--- src/rtl/inv_add_round_key_mix.sv ---
// Decrypt-side AddRoundKey followed by InvMixColumns (bypassed on the last round),
// as a two-stage valid/ready pipeline that collapses bubbles.
module inv_add_round_key_mix #(
  parameter int unsigned DATA_WIDTH = 128,
  parameter int unsigned KEY_WIDTH  = 128
) (
  input  logic                  clk,
  input  logic                  rst,
  input  logic                  invARK_valid_in,
  output logic                  invARK_ready_out,
  input  logic                  invARK_last_in,
  input  logic [DATA_WIDTH-1:0] invARK_data_in,
  input  logic [KEY_WIDTH-1:0]  invARK_key_in,
  output logic [DATA_WIDTH-1:0] invARK_data_out,
  output logic                  invARK_valid_out,
  input  logic                  invARK_ready_in
);

  function automatic logic [7:0] xtime(input logic [7:0] a);
    return a[7] ? ((a << 1) ^ 8'h1b) : (a << 1);
  endfunction

  // One column: each coefficient is assembled from the x2/x4/x8 xtime chain.
  function automatic logic [31:0] inv_mix_col(input logic [31:0] col);
    logic [7:0] a   [4];
    logic [7:0] m9  [4];
    logic [7:0] mb  [4];
    logic [7:0] md  [4];
    logic [7:0] me  [4];
    logic [7:0] x2, x4, x8;
    for (int unsigned r = 0; r < 4; r++) begin
      a[r]  = col[31 - 8*r -: 8];
      x2    = xtime(a[r]);
      x4    = xtime(x2);
      x8    = xtime(x4);
      m9[r] = x8 ^ a[r];
      mb[r] = x8 ^ x2 ^ a[r];
      md[r] = x8 ^ x4 ^ a[r];
      me[r] = x8 ^ x4 ^ x2;
    end
    return {me[0] ^ mb[1] ^ md[2] ^ m9[3],
            m9[0] ^ me[1] ^ mb[2] ^ md[3],
            md[0] ^ m9[1] ^ me[2] ^ mb[3],
            mb[0] ^ md[1] ^ m9[2] ^ me[3]};
  endfunction

  function automatic logic [DATA_WIDTH-1:0] inv_mix(input logic [DATA_WIDTH-1:0] s);
    logic [DATA_WIDTH-1:0] r;
    r = '0;
    for (int unsigned c = 0; c < 4; c++) begin
      r[127 - 32*c -: 32] = inv_mix_col(s[127 - 32*c -: 32]);
    end
    return r;
  endfunction

  logic                  s1_valid_q, s1_valid_d;
  logic                  s1_last_q,  s1_last_d;
  logic [DATA_WIDTH-1:0] s1_data_q,  s1_data_d;
  logic                  s2_valid_q, s2_valid_d;
  logic [DATA_WIDTH-1:0] s2_data_q,  s2_data_d;
  logic                  s1_adv, s2_adv;

  always_comb begin
    s2_adv = !s2_valid_q || invARK_ready_in;
    s1_adv = !s1_valid_q || s2_adv;

    s1_valid_d = s1_valid_q;
    s1_last_d  = s1_last_q;
    s1_data_d  = s1_data_q;
    s2_valid_d = s2_valid_q;
    s2_data_d  = s2_data_q;

    if (s2_adv) begin
      s2_valid_d = s1_valid_q;
      s2_data_d  = s1_last_q ? s1_data_q : inv_mix(s1_data_q);
    end
    if (s1_adv) begin
      s1_valid_d = invARK_valid_in;
      s1_last_d  = invARK_last_in;
      s1_data_d  = invARK_data_in ^ invARK_key_in;
    end
  end

  always_ff @(posedge clk) begin
    if (rst) begin
      s1_valid_q <= 1'b0;
      s1_last_q  <= 1'b0;
      s1_data_q  <= '0;
      s2_valid_q <= 1'b0;
      s2_data_q  <= '0;
    end else begin
      s1_valid_q <= s1_valid_d;
      s1_last_q  <= s1_last_d;
      s1_data_q  <= s1_data_d;
      s2_valid_q <= s2_valid_d;
      s2_data_q  <= s2_data_d;
    end
  end

  assign invARK_ready_out = s1_adv;
  assign invARK_valid_out = s2_valid_q;
  assign invARK_data_out  = s2_valid_q ? s2_data_q : '0;

endmodule

--- config.mk ---
export PLATFORM = sky130hd
export DESIGN_NAME = inv_add_round_key_mix
export DESIGN_NICKNAME = d
export VERILOG_FILES = /design/src/rtl/inv_add_round_key_mix.sv
export SDC_FILE = /design/constraint.sdc
export NUM_CORES = 1
export LEC_CHECK = 0
export ABC_AREA = 0
export BUFFER_PORTS_ARGS = -buffer_cell sky130_fd_sc_hd__clkbuf_2
export CORE_MARGIN = 2
export CORE_UTILIZATION = 52
export CTS_CLUSTER_DIAMETER = 50
export CTS_CLUSTER_SIZE = 25
export DETAILED_ROUTE_END_ITERATION = 8
export GPL_ROUTABILITY_DRIVEN = 1
export MAX_ROUTING_LAYER = met4
export PLACE_DENSITY = 0.9
export SYNTH_ARGS = -nofsm -noshare
export SYNTH_HDL_FRONTEND = slang
export SYNTH_SLANG_ARGS = --single-unit
export TNS_END_PERCENT = 10
--- constraint.sdc ---
create_clock -name clk -period 2.04 [get_ports clk]
set_clock_uncertainty 0.15 [all_clocks]
set_input_delay 0.408 -clock clk [delete_from_list [all_inputs] [get_ports clk]]
set_output_delay 0.408 -clock clk [all_outputs]
set_load 0.1 [all_outputs]
==> results of run 1 <==
stage by stage:
| step | worst slack, ps | instance area, um2 | hold WS (ps) | utilization, % |
|---|---|---|---|---|
| floorplan | -192.8 | 21110 | 293.2 | - |
| global placement | -164.1 | 28340 | 307.2 | 71.34 |
| detailed placement | -406.6 | 28340 | 328.4 | 71.34 |
| CTS | -233.1 | 33040 | 0.3085 | 83.15 |
synth_stat cells (26+ instances only):
library cell               number  area [um2]
sky130_fd_sc_hd__a21oi_1       47       235.2
sky130_fd_sc_hd__xor2_1       122        1069
sky130_fd_sc_hd__a31oi_1       40       250.2
sky130_fd_sc_hd__buf_2         50       250.2
sky130_fd_sc_hd__clkbuf_1     161       604.3
sky130_fd_sc_hd__a211oi_1     140        1051
sky130_fd_sc_hd__xnor2_1      587        5141
sky130_fd_sc_hd__o21ai_0       89       445.4
sky130_fd_sc_hd__nand2_1      131       491.7
sky130_fd_sc_hd__o211ai_1      26       195.2
sky130_fd_sc_hd__nor2_1       173       649.4
sky130_fd_sc_hd__and2_1       128       800.8
sky130_fd_sc_hd__dfxtp_1      259        5185
sky130_fd_sc_hd__xnor3_1      111        2500
layer usage:
layer | track usage [%] | GRT overflow
met2 | 89.72 | 1
met3 | 59.15 | 7
met1 | 67.57 | 0
met4 | 69.82 | 7
met5 | - | -
logic make-up after synthesis:
logic type                count (synthesis)  share of synthesized area, %
xor gates and xnor gates                874                         47.17
and+or+nand+nor                         450                         9.802
AOI/OAI and AO/OA                       391                         12.47
DFF                                     259                         24.83
buffers and inverters                   239                         4.919
muxes                                    17                        0.8148
what timing repair did:
item                       in CTS
buffers inserted               33
resized for setup             297
cloned                          4
hold endpoints to repair       97
hold buffers                  188
setup endpoints to repair     254
pin swaps                     124
==> flow_summary.json, run 1 <==
{
  "run_status": "did not finish",
  "stop_stage": "5_1_grt",
  "error_line": "[ERROR GRT-0232] Routing congestion too high. Check the congestion heatmap in the GUI.",
  "htree_num_levels": 1,
  "dominantRegCellSynth": "sky130_fd_sc_hd__dfxtp_1",
  "io_pins": 391,
  "place.detailed.instances": 3355,
  "yosysUniqueCellTypes": 41,
  "synth.cell_area_um2": 20880,
  "grt.overflow.total": 15,
  "place_hpwl_mm": 58.40,
  "gate_count_after_technology_mapping": 2230,
  "postSynthRegisterBits": 259,
  "postSynth.asyncResetShare_pct": 0,
  "place.gp.congestion": 1.153,
  "grt_max_degree": 105,
  "initial_core_util_pct": 52.56,
  "synth.net_count": 2491,
  "clk_root_buffer_cell": "sky130_fd_sc_hd__clkbuf_16",
  "max-clock-path-buffers": 3,
  "worstEndpointType": "sequential cell input",
  "die_width_um": 204.4,
  "placement_rows": 73,
  "overall_routing_resource_usage_pct": 72.49,
  "mean_syn_cell_area_um2": 9.365,
  "worst_endpoint": "s2_data_q[26]$_SDFFE_PP0P_/D",
  "die_height_um": 204.4,
  "seq_area_frac_synth_pct": 24.83,
  "synth_warnings": 0,
  "synth_edf_count": 0,
  "clock_sink_count": 259,
  "cts_made_buffers": 31,
  "numPortBuffers": 390
}
==> run 2, diff against run 1 <==
CORE_UTILIZATION = 40   (was 52)
CTS_CLUSTER_DIAMETER = not set   (was 50)
CTS_CLUSTER_SIZE = not set   (was 25)
MAX_ROUTING_LAYER = not set   (was met4)
PLACE_DENSITY = not set   (was 0.9)
PLACE_DENSITY_LB_ADDON = 0.15   (was not set)
clock period = 2.7 ns   (was 2.04 ns; I/O delays follow)
==> run 2 against run 1 <==
Net effect:
- the flow now finishes without violations
- synthesized area is the same
- synthesized cell count unchanged
==> flow_summary.json, run 2 <==
{
  "antenna_violations_before_repair": 1,
  "intPower_mw": 13.54,
  "reg_top3": "s1_data_q (128), s2_data_q (128)",
  "clockPowerShare_pct": 18.6,
  "timing.final.crit_share_pct": 96.66,
  "route.final.wire_length_mm": 66.51,
  "max-clock-path-buffers": 3,
  "clk_root_buffer_cell": "sky130_fd_sc_hd__clkbuf_16",
  "regToRegEndpoint": "s2_data_q[81]$_SDFFE_PP0P_",
  "htree_num_levels": 1,
  "final_common_cell": "sky130_fd_sc_hd__xnor2_1",
  "postSynthRegisterBits": 259,
  "cap_violations": 0,
  "post_drt_via_cell_ratio": 5.002,
  "hold_path_startpoint": "invARK_valid_in",
  "io_pins": 391,
  "clock_sink_count": 259,
  "diodes": 0,
  "synth_top_area_cells": "sky130_fd_sc_hd__dfxtp_1 25%, sky130_fd_sc_hd__xnor2_1 25%, sky130_fd_sc_hd__xnor3_1 12%",
  "drt_first_pass_iters": 5,
  "leakagePower_nw": 11.32,
  "drc": 0,
  "number_of_global_route_vias_before_repair": 16270,
  "hold_viol_final": 0,
  "regToRegStartpoint": "s1_data_q[93]$_SDFFE_PP0P_",
  "synth.cell_area_um2": 20880,
  "postSynth.asyncResetShare_pct": 0,
  "synth_most_common_cell": "sky130_fd_sc_hd__xnor2_1",
  "max_slew.worst_pin.slew_ps": 841.4,
  "yosysUniqueCellTypes": 41,
  "cts_tree": "built",
  "cp_max_fo": 11,
  "min_path_type": "input pin to flop",
  "place_hpwl_mm": 50.53,
  "reg2reg_setup_slack_ps": 180,
  "mean_syn_cell_area_um2": 9.365,
  "area_growth_pct": 20.62,
  "layout_common_cells": "587 x sky130_fd_sc_hd__xnor2_1, 313 x sky130_fd_sc_hd__clkbuf_2, 256 x sky130_fd_sc_hd__dfxtp_1, 192 x sky130_fd_sc_hd__buf_4, 173 x sky130_fd_sc_hd__nor2_1",
  "die-area_um2": 54050,
  "setup.worst_path.start_class": "flop",
  "die_height_um": 232.5,
  "power_density_nw_per_um2": 882.8,
  "required_ps": 2010,
  "antenna_violating_nets_left": 0,
  "synth_warnings": 0,
  "grt.overflow.total": 0,
  "synth_top_area_share_pct": 24.83,
  "detailedRoute.firstIterationViolations": 1056,
  "timing.final.crit_period_ps": 2610,
  "run_status": "finished, final reports clean",
  "per_cell_routed_wire_length_um": 20.35,
  "setup_viol": 0,
  "switching_power_mw": 8.691,
  "design.final.nets": 2826,
  "route.vias.total": 16350,
  "hold_path_depth": 3,
  "gate_count_after_technology_mapping": 2230,
  "crit_path_end_kind": "output pin",
  "grt_first_pass_wirelength_mm": 99.95,
  "ratio_of_cells_with_drive_above_1_in_the_final_layout_pct": 24.61,
  "rsz_0062_raised_after_global_routing": "no",
  "worstPathArrival_ps": 1920,
  "die_width_um": 232.5,
  "finish.cell_count_without_fillers": 3268,
  "setup.worst_path.class": "flop to output pin",
  "cts_made_buffers": 31,
  "p_seq_share_pct": 24.9,
  "leading_cell_types_by_count_after_synthesis": "587 x sky130_fd_sc_hd__xnor2_1, 259 x sky130_fd_sc_hd__dfxtp_1, 173 x sky130_fd_sc_hd__nor2_1",
  "maxClockFrequency_ghz": 0.3832,
  "place.gp.congestion": 0.9236,
  "place.detailed.instances": 3210,
  "numPortBuffers": 390,
  "power_frac_comb_pct": 56.5,
  "core_area_um2": 51510,
  "cp-startpoint": "invARK_valid_out$_SDFFE_PP0P_",
  "power.switching_fraction_pct": 39.09,
  "overall_routing_resource_usage_pct": 24.10,
  "dominantRegCellSynth": "sky130_fd_sc_hd__dfxtp_1",
  "worstSkewPairLatency_ps": 590,
  "cts_hold_buffers": 0,
  "clock_transition_at_the_registers_of_the_reported_paths_ps": 60,
  "initial_core_util_pct": 40.54,
  "grt_max_degree": 97,
  "worst_slew_margin_rel_pct": 43.50,
  "final_slew_violations": 0,
  "reg2regPathDepth": 6,
  "synth.net_count": 2491,
  "placement_rows": 83,
  "area_leader_netlist": "sky130_fd_sc_hd__dfxtp_1",
  "postLayoutCoreUtil_pct": 48.90,
  "synth_edf_count": 0,
  "seq_area_frac_synth_pct": 24.83,
  "ir_drop_mv": 0.5290,
  "endpoint": "invARK_data_out[96]"
}
## run 2: power groups by stage
stage          registers, mW  logic, mW  clock network (mW)
4_1_cts                 5.52       12.6                4.27
6_report                5.53       12.6                4.13
2_1_floorplan           5.09       10.2                   0
3_5_place_dp            5.60       12.5                   0
3_3_place_gp            5.60       12.5                   0
5_1_grt                 5.63       13.5                4.39
## run 2: kinds of logic (layout without fill, tap and decap cells)
kind of cell,count (synthesis),in the layout,share of synthesized area [%]
buffers and inverters,239,597,4.919
XOR/XNOR,874,874,47.17
AND/OR/NAND/NOR,450,450,9.802
multiplexers,17,17,0.8148
flip-flops,259,259,24.83
AO/OA/AOI/OAI,391,391,12.47
## run 2: worst min-delay path by stage
stage                                  endpoint  slack, ps
floorplan            s2_data_q[42]$_SDFFE_PP0P_        290
global placement    s2_data_q[107]$_SDFFE_PP0P_        320
detailed placement  s2_data_q[107]$_SDFFE_PP0P_        320
CTS                     s1_valid_q$_SDFFE_PP0P_         40
global route            s1_valid_q$_SDFFE_PP0P_         50
finish                  s1_valid_q$_SDFFE_PP0P_         80
## run 2: area by class of cell
| class | count | area [um2] |
|---|---|---|
| Fill cell | 5053 | 26320 |
| Multi-Input combinational cell | 1732 | 14710 |
| Sequential cell | 259 | 5194 |
| Timing Repair Buffer | 537 | 3427 |
| Clock buffer | 49 | 933.4 |
| Tap cell | 680 | 850.8 |
| Clock inverter | 7 | 60.06 |
| Inverter | 4 | 15.01 |
## run 2: per-layer routing
metal / GRT usage, % / part of all wire [%] / vias up
met5: 0 / 0.015 / -
met4: 4.538 / 1.9 / 2
met3: 2.941 / 5.0 / 54
met2: 41.03 / 47 / 463
met1: 32.93 / 46 / 7782
li1: - / - / 8044
## run 2: timing repair
action / CTS / global route
setup endpoints to repair: 68 / 14
setup buffers: 2 / 0
resized for setup: 2 / 14
## run 2: through the flow
stage	hold WS [ps]	cell area [um2]	total power, mW	setup TNS, ps	setup WS, ps
5_1_grt	52.68	25190	23.52	0	0.8424
3_3_place_gp	317.9	24170	18.09	0	56.47
3_5_place_dp	322.0	24170	18.12	-7.087	-7.087
4_1_cts	44.42	25190	22.43	0	0.3375
2_1_floorplan	293.3	20900	15.24	-28660	-277.6
6_report	80.38	25190	22.24	0	90.24
## run 2: worst max-delay path, cell delays in order, from the launching register on
cell and delay (ps):
sky130_fd_sc_hd__dfxtp_4 480, sky130_fd_sc_hd__buf_4 230, sky130_fd_sc_hd__and2_1 140, sky130_fd_sc_hd__clkbuf_2 470
No activity file was read; power rests on OpenSTA's default activity.
